==> config.mk <==
export PLATFORM = sky130hd
export DESIGN_NAME = beam_scanner
export DESIGN_NICKNAME = d
export VERILOG_FILES = /design/src/rtl/beam_pkg.sv /design/src/rtl/abs_accumulator.sv /design/src/rtl/beam_scanner.sv
export SDC_FILE = /design/constraint.sdc
export NUM_CORES = 1
export LEC_CHECK = 0
export ABC_AREA = 0
export BUFFER_PORTS_ARGS = -buffer_cell sky130_fd_sc_hd__buf_2
export CAP_MARGIN = 20
export CORE_UTILIZATION = 40
export CTS_BUF_LIST = sky130_fd_sc_hd__clkbuf_4
export CTS_CLUSTER_DIAMETER = 30
export DETAILED_ROUTE_END_ITERATION = 6
export HOLD_SLACK_MARGIN = 0.02
export PLACE_DENSITY = 0.63
export SLEW_MARGIN = 25
export SYNTH_ARGS = -nofsm -noshare
export SYNTH_HDL_FRONTEND = slang
export SYNTH_SLANG_ARGS = --single-unit
==> constraint.sdc <==
create_clock -name clk -period 9.64 [get_ports clk]
set_input_delay 0.482 -clock clk [delete_from_list [all_inputs] [get_ports clk]]
set_output_delay 0.482 -clock clk [all_outputs]
set_load 0.02 [all_outputs]
==> src/rtl/beam_pkg.sv <==
// Shared definitions for the beam steering path: bus widths, the steering
// direction table and the scanner state encoding. The delay bank imports
// this package too, so both blocks agree on the delay-select codes.
package beam_pkg;

    localparam int PCM_W    = 19;
    localparam int SUM_W    = 22;
    localparam int NUM_DIRS = 14;
    localparam int SEL_W    = 5;
    localparam int DIR_W    = 4;

    // Broadside (no steering) code; also the reset/default winner.
    localparam logic [SEL_W-1:0] BROADSIDE_SEL = 5'd30;

    // Supported steering codes in scan order.
    localparam logic [SEL_W-1:0] DIR_TABLE [NUM_DIRS] = '{
        5'd30, 5'd31, 5'd0,  5'd1,  5'd5,  5'd6,  5'd10,
        5'd11, 5'd15, 5'd16, 5'd20, 5'd21, 5'd25, 5'd26
    };

    typedef enum logic [2:0] {
        ST_IDLE    = 3'd0,
        ST_SETTLE  = 3'd1,
        ST_MEASURE = 3'd2,
        ST_COMPARE = 3'd3,
        ST_DONE    = 3'd4
    } scan_state_t;

    // Table lookup; indices past the table fall back to broadside.
    function automatic logic [SEL_W-1:0] dir_code(input logic [DIR_W-1:0] idx);
        if (idx < DIR_W'(NUM_DIRS)) begin
            return DIR_TABLE[idx];
        end
        return BROADSIDE_SEL;
    endfunction

endpackage

==> src/rtl/abs_accumulator.sv <==
// Accumulates the magnitude of a two's-complement beam sample. The magnitude
// of the most negative input (-2^(SUM_W-1)) is representable as an unsigned
// SUM_W-bit value, so no saturation is needed.
module abs_accumulator
    import beam_pkg::*;
#(
    parameter int ENERGY_W = SUM_W + 8
) (
    input  logic                clk,
    input  logic                rst,
    input  logic                clear,
    input  logic                enable,
    input  logic [SUM_W-1:0]    din,
    output logic [ENERGY_W-1:0] acc
);

    logic [SUM_W-1:0] mag;

    // Two's-complement magnitude, read as unsigned.
    always_comb begin
        mag = din;
        if (din[SUM_W-1]) begin
            mag = ~din + SUM_W'(1);
        end
    end

    // Running sum; clear wins over enable.
    always_ff @(posedge clk) begin
        if (rst || clear) begin
            acc <= '0;
        end else if (enable) begin
            acc <= acc + ENERGY_W'(mag);
        end
    end

endmodule

==> src/rtl/beam_scanner.sv <==
// Steering scan controller. Walks the delay bank through every direction in
// the table, lets the delay lines settle, measures the summed beam energy
// over a fixed window and publishes the loudest direction. Between scans the
// array stays steered at the last winner.
//
// Handshake: sample_valid is a one-cycle strobe with no back-pressure; a
// strobe is consumed only in SETTLE (count) or MEASURE (count + accumulate)
// and is dropped in every other state.
module beam_scanner
    import beam_pkg::*;
#(
    parameter int WINDOW_LOG2 = 8,
    parameter int SETTLE      = 16
) (
    input  logic                         clk,
    input  logic                         rst,
    input  logic                         start,
    input  logic                         continuous,
    input  logic                         sample_valid,
    input  logic [SUM_W-1:0]             beam_sum,
    output logic [SEL_W-1:0]             delay_select,
    output logic                         busy,
    output logic                         scan_done,
    output logic [SEL_W-1:0]             best_select,
    output logic [SUM_W+WINDOW_LOG2-1:0] best_energy,
    output logic [2:0]                   fsm_state
);

    localparam int ENERGY_W = SUM_W + WINDOW_LOG2;
    localparam int WINDOW   = 1 << WINDOW_LOG2;
    localparam int CNT_MAX  = (SETTLE > WINDOW) ? SETTLE : WINDOW;
    localparam int CNT_W    = $clog2(CNT_MAX + 1);

    localparam logic [CNT_W-1:0] SETTLE_LAST = CNT_W'(SETTLE - 1);
    localparam logic [CNT_W-1:0] WINDOW_LAST = CNT_W'(WINDOW - 1);
    localparam logic [DIR_W-1:0] LAST_DIR    = DIR_W'(NUM_DIRS - 1);

    scan_state_t         state;
    scan_state_t         state_next;

    logic [DIR_W-1:0]    dir_idx;
    logic [CNT_W-1:0]    cnt;
    logic [ENERGY_W-1:0] acc;
    logic [ENERGY_W-1:0] running_best;
    logic [SEL_W-1:0]    run_sel;
    logic                restart;

    logic                settle_end;
    logic                window_end;
    logic                last_dir;
    logic                take;
    logic                acc_clear;
    logic                acc_en;
    logic [SEL_W-1:0]    cur_sel;
    logic [SEL_W-1:0]    win_sel;
    logic [ENERGY_W-1:0] win_energy;

    assign fsm_state = state;

    abs_accumulator #(
        .ENERGY_W (ENERGY_W)
    ) u_acc (
        .clk    (clk),
        .rst    (rst),
        .clear  (acc_clear),
        .enable (acc_en),
        .din    (beam_sum),
        .acc    (acc)
    );

    // Decode of counter end points and the running comparison. A tie keeps
    // the earlier direction, so only a strictly larger energy takes over.
    always_comb begin
        cur_sel    = dir_code(dir_idx);
        last_dir   = (dir_idx == LAST_DIR);
        settle_end = (state == ST_SETTLE)  && sample_valid && (cnt == SETTLE_LAST);
        window_end = (state == ST_MEASURE) && sample_valid && (cnt == WINDOW_LAST);
        acc_clear  = settle_end;
        acc_en     = (state == ST_MEASURE) && sample_valid;
        take       = (acc > running_best);
        win_sel    = take ? cur_sel : run_sel;
        win_energy = take ? acc : running_best;
    end

    // State register.
    always_ff @(posedge clk) begin
        if (rst) begin
            state <= ST_IDLE;
        end else begin
            state <= state_next;
        end
    end

    // Next-state logic.
    always_comb begin
        state_next = state;
        case (state)
            ST_IDLE: begin
                if (start) begin
                    state_next = ST_SETTLE;
                end
            end
            ST_SETTLE: begin
                if (settle_end) begin
                    state_next = ST_MEASURE;
                end
            end
            ST_MEASURE: begin
                if (window_end) begin
                    state_next = ST_COMPARE;
                end
            end
            ST_COMPARE: begin
                state_next = last_dir ? ST_DONE : ST_SETTLE;
            end
            ST_DONE: begin
                state_next = restart ? ST_SETTLE : ST_IDLE;
            end
            default: begin
                state_next = ST_IDLE;
            end
        endcase
    end

    // Datapath and registered outputs. The result is published on the edge
    // that enters DONE, using the outcome of the final comparison directly,
    // so scan_done, best_* and the busy drop all land on the same edge.
    always_ff @(posedge clk) begin
        if (rst) begin
            dir_idx      <= '0;
            cnt          <= '0;
            running_best <= '0;
            run_sel      <= BROADSIDE_SEL;
            restart      <= 1'b0;
            delay_select <= BROADSIDE_SEL;
            busy         <= 1'b0;
            scan_done    <= 1'b0;
            best_select  <= BROADSIDE_SEL;
            best_energy  <= '0;
        end else begin
            scan_done <= 1'b0;
            case (state)
                ST_IDLE: begin
                    if (start) begin
                        dir_idx      <= '0;
                        cnt          <= '0;
                        running_best <= '0;
                        run_sel      <= BROADSIDE_SEL;
                        delay_select <= BROADSIDE_SEL;
                        busy         <= 1'b1;
                    end
                end
                ST_SETTLE: begin
                    if (sample_valid) begin
                        cnt <= settle_end ? '0 : cnt + CNT_W'(1);
                    end
                end
                ST_MEASURE: begin
                    if (sample_valid) begin
                        cnt <= window_end ? '0 : cnt + CNT_W'(1);
                    end
                end
                ST_COMPARE: begin
                    if (take) begin
                        running_best <= acc;
                        run_sel      <= cur_sel;
                    end
                    cnt <= '0;
                    if (last_dir) begin
                        best_select  <= win_sel;
                        best_energy  <= win_energy;
                        delay_select <= win_sel;
                        scan_done    <= 1'b1;
                        busy         <= continuous;
                        restart      <= continuous;
                    end else begin
                        dir_idx      <= dir_idx + DIR_W'(1);
                        delay_select <= dir_code(dir_idx + DIR_W'(1));
                    end
                end
                ST_DONE: begin
                    if (restart) begin
                        dir_idx      <= '0;
                        cnt          <= '0;
                        running_best <= '0;
                        run_sel      <= BROADSIDE_SEL;
                        delay_select <= BROADSIDE_SEL;
                    end
                end
                default: begin
                end
            endcase
        end
    end

endmodule

## Word level (Yosys, flattened, before mapping)

Memories as Yosys holds them, arrays and structs flattened.
Index checks and enable logic that the tools add are counted.

- Register bits: 124
- ROM bits: 160
- Bits of input ports: 27
- Output and inout port bits: 45
- Logic and storage cells: 103
- Memories: 2

Memories:

| memory | words | bits a word | rd ports | clocked after memory_dff | write ports | RTL line | source |
|---|---|---|---|---|---|---|---|
| (name not given) | 16 | 5 | 1 | 0 | 0 | beam_pkg.sv:32 | `return DIR_TABLE[idx];` |
| (name not given) | 16 | 5 | 1 | 0 | 0 | beam_pkg.sv:32 |  |

- $add $sub $neg: 4
- Order comparisons: 5
- Equal/unequal tests: 15
- Muxes and demuxes: 45
- Bitwise logic cells: 4
- Reduce and logical (&&, ||, !) cells: 16

Operators by type and width:

| operator | number |
|---|---|
| $mux W30 | 3 |
| $pmux W30 S3 | 1 |
| $mux W5 | 12 |
| $mux W9 | 6 |
| $pmux W9 S5 | 1 |
| $add A30 B22 Y30 | 1 |
| $gt A30 B30 Y1 | 1 |
| $pmux W5 S3 | 2 |
| $add A22 B1 Y22 const B | 1 |
| $mux W22 | 1 |
| $not A22 Y22 | 1 |
| $ne A2 B2 Y1 const B | 8 |
| $pmux W3 S5 | 1 |
| $mux W3 | 4 |
| $mux W4 | 3 |
| $pmux W4 S3 | 1 |
| $ge A5 B5 Y1 const B | 2 |
| $not A4 Y5 | 2 |
| $add A9 B1 Y9 const B | 1 |
| $eq A9 B4 Y1 const B | 1 |
| $eq A9 B8 Y1 const B | 1 |
| $mux W1 | 9 |
| $reduce_and A3 Y1 | 3 |
| $lt A4 B4 Y1 const B | 2 |
| 17 further kinds | 21 |

## Logic depth before layout (Yosys ltp)

- Depth in word-level cells: 9
- Gate-level depth with buffers: 14
- Mapped depth without buffers: 14

## Hierarchy

A second synthesis with hierarchy kept.

- Cells, all modules: 979
- Area total of the unflattened synthesis: 8257.9 µm²

Modules (own cells, without submodules):

| module | instances | cells each | area an instance (µm²) | sequential area each (µm²) |
|---|---|---|---|---|
| beam_scanner | 1 | 631 | 5520.3 | 1881.8 |
| abs_accumulator | 1 | 348 | 2737.6 | 600.6 |

## Worst setup path after synthesis

OpenSTA, ideal clock, no wires.

- Path kind: input -> register
- Start point: input port beam_sum[7]
- End point: register u_acc.acc[23]
- Setup time: 0.072 ns
- Arrival time: 3.576 ns
- Required time: 9.568 ns
- Path slack: 5.992 ns
- Cell stages on the path: 14
- Buffers on the path: 1
- Cells stage by stage: or4_4 -> nor4_4 -> nand4_2 -> o31ai_1 -> xnor2_1 -> ha_1 -> buf_2 -> nand4_1 -> or3_1 -> nor3_1 -> or3_1 -> a41oi_1 -> o31ai_1 -> mux2i_1

- Word-level cells in the longest chain between the ends: 4

RTL lines:

| item | RTL line | source |
|---|---|---|
| start, declared | beam_scanner.sv:20 | `input logic [SUM_W-1:0] beam_sum,` |
| $not A22 Y22 | abs_accumulator.sv:23 | `mag = ~din + SUM_W'(1);` |
| $add A22 B1 Y22 | abs_accumulator.sv:23 |  |
| $mux W22 * | abs_accumulator.sv:22 | `if (din[SUM_W-1]) begin` |
| $add A30 B22 Y30 * | abs_accumulator.sv:32 | `acc <= acc + ENERGY_W'(mag);` |
| end signal, assigned | abs_accumulator.sv:32 |  |
| end, declared | abs_accumulator.sv:14 | `output logic [ENERGY_W-1:0] acc` |

Mark *: on every way between the ends. The rest lies on a longest branch, timed or not.
A chain may end at the register's enable or synchronous reset.

## Final worst setup path

Ends and elaborated chain as after synthesis.

==> out/results.txt <==
Number of synthesized flops with an enable pin = 0
CTS max path bufs = 2
Crit Path Class = input pin to flip-flop
Initial Util = 40.9%
TritonCTS buffer count = 17
Yosys reg bits = 124
Worst hold path class = input pin to flip-flop
DIE WIDTH = 140 um
Share of cells above drive strength 1 = 12.2%
Gpl congestion = 0.830
Clock-pin slew on the worst setup and hold paths = 0.10 ns
Gr usage total = 18.8%
Final period util = 37.0%
Worst path buffer plus inverter count = 1
H-tree Lvls = 4
Total number of vias = 6618
Relative slew slack = 39.4%
Post-Route WL = 18300 um
Final Worst Setup Slack = 6.07 ns
Port Buffer Count = 71
Placement Cell Area = 8160 um^2
P per Cell Area = 111 nW/um^2
Post-CTS Setup Bufs = 0
Synth-to-Final Area Change = 9.68%
Area contributors post-synth = dfxtp_1 (32%), ha_1 (11%), mux2i_1 (5.4%)
CP Data Arrival Time = 4.04 ns
CTS root buffer = clkbuf_4
Setup Viol. Count Final = 0
Worst setup SP type = input pin
Fin Setup TNS = 0 ns
Register area share after synthesis = 32.4%
Minimum clock period = 3.57 ns
RSZ-0062 raised after global routing = no
Fmax = 280 MHz
Overall power = 931 uW
Max capacitance violation total = 0
Critical path required time = 10.11 ns
Final hold violation count = 0
Post-synth top cells = dfxtp_1 (124), nand2_1 (80), ha_1 (69)
Initial antenna violation count = 1
Outcome = completed
Post-Syn Instances = 910
Reg2Reg Setup Slack = 6.41 ns
Largest net degree at the start of global routing = 70
Async SR Flop Fraction = 0%
Hold buffer count at CTS = 0
CP max-delay cell = or4_4
Residual DRC = 0
Global route overflow = 0
Post-synth top area cell = dfxtp_1
Die area = 19700 um^2
Post-cts gate resize count = 0
Post-synth top area share = 32.4%
CP top delay family = simple AND/OR/NAND/NOR gates
Clk sink count = 124
Mean Syn Cell Area = 8.41 um^2
Leakage power = 0.00372 uW
# IOs = 72
Clk_lat worst skew = 0.55 ns
FP Rows = 50
Ys flop type = dfxtp_1
CTS tree = built
Count leader, synth = dfxtp_1
Die height = 140 um
Final instance area = 8390 um^2
Detailed Place HPWL = 13100 um
DRT iter0 DRCs = 408
CP Capture Type = flip-flop
CP max FO = 8
Routed wire per std cell = 15.2 um
Synth unique cells = 71
Post-Synthesis Cell Area = 7650 um^2
CORE AREA = 18700 um^2
Synthesis Warnings = 0
Fin. max-slew vios = 0
Worst-Margin Slew = 0.906 ns
Syn Nets = 1007
Clock skew = 0.0251 ns
Vias in the first global route = 5865
Post-route ant nets = 0
Global-route wire length before repair = 29500 um
Final layout net count = 1056
First drt pass iteration count = 4
Routed vias/inst = 5.50
Peak VDD IR = 0.0522 mV
Pre-CTS WS = 5.51 ns
CP cell instances = buf_2 -> or4_4 -> nor4_4 -> nand4_2 -> o31ai_1 -> xnor2_1 -> ha_1 -> nand4_1 -> or3_1 -> nor3_1 -> or3_1 -> a41oi_1 -> o31ai_1 -> mux2i_1
CP max stage delay = 0.57 ns
## where the power goes
group,internal (uW),switching (uW)
Sequential,513,1.25
Clock,143,188
Combinational,30.7,54.5
## final cells by class
cell class | instances | area, um^2
Clock buffer | 17 | 128
Sequential cell | 124 | 2480
Inverter | 61 | 229
Timing Repair Buffer | 77 | 400
Tap cell | 234 | 293
Antenna cell | 1 | 2.50
Multi-Input combinational cell | 678 | 4750
Clock inverter | 12 | 108
Fill cell | 1908 | 10300
## flip-flops by register name, indices dropped and copies added, names as in the netlist, 3 cells and up
name	count
run_sel	5
best_select	5
u_acc.acc	30
dir_idx	4
delay_select	5
best_energy	30
cnt	9
running_best	30
fsm_state	3
## tightest hold or removal path, stage by stage
cell and delay, ns:
buf_2 0.10, nand2_1 0.05, a21oi_1 0.05
## layout by cell type (no fill, tap or decap), types with 6 or more instances in the layout
master	Yosys	layout
a21o_1	17	17
a22oi_1	7	7
o21ai_0	68	68
a21oi_1	67	67
ha_1	69	69
a22o_1	31	31
xnor2_1	30	30
buf_2	10	71
nand2_1	80	80
nand3_1	28	28
o31ai_1	11	11
clkbuf_4	0	17
buf_4	3	6
dfxtp_1	124	124
xor2_1	9	9
and3_1	13	13
nand2b_1	11	11
a211oi_1	16	16
a31oi_1	6	6
inv_1	61	61
mux2i_1	41	41
nand4_1	16	16
o21a_1	9	9
nor3_1	14	14
nor2_1	48	48
## cells by family (layout without fill, tap and decap cells)
| logic type | after synthesis | after routing | synth area share, % |
|---|---|---|---|
| mux | 41 | 41 | 5.36 |
| other cells | 0 | 1 | 0 |
| compound gates | 277 | 277 | 24.0 |
| buf+inv | 108 | 167 | 5.71 |
| flops | 124 | 124 | 32.4 |
| xor+xnor | 39 | 39 | 4.46 |
| fa+ha+maj | 70 | 70 | 11.5 |
| simple gates | 251 | 251 | 16.5 |
## final timing paths
check | depth (start not counted) | to | startpoint
setup / recovery | 14 | u_acc.acc[23] | beam_sum[7]
hold / removal | 3 | restart | continuous
hold reg to reg | 2 | restart | restart
setup reg to reg | 9 | running_best[14] | u_acc.acc[25]
## metal layers
| layer | part of all wire (%) | track usage, % | up-vias | wire [um] |
|---|---|---|---|---|
| li1 | - | - | 3411 | - |
| met1 | 53 | 27.8 | 3049 | 9660 |
| met2 | 42 | 27.1 | 140 | 7630 |
| met3 | 4.1 | 3.04 | 18 | 744 |
| met4 | 1.4 | 7.00 | 0 | 261 |
| met5 | 0 | 0 | - | 0 |
## through the flow
| step | util (%) | hold WS (ns) | cells |
|---|---|---|---|
| CTS | 44.9 | 0.144 | 1203 |
| finish | 44.9 | 0.195 | 1204 |
| global placement | 43.6 | 0.448 | 1174 |
| floorplan | - | 0.437 | 910 |
| detailed placement | 43.6 | 0.451 | 1174 |
| global route | 44.9 | 0.161 | 1204 |
No activity file was read; power rests on OpenSTA's default activity.
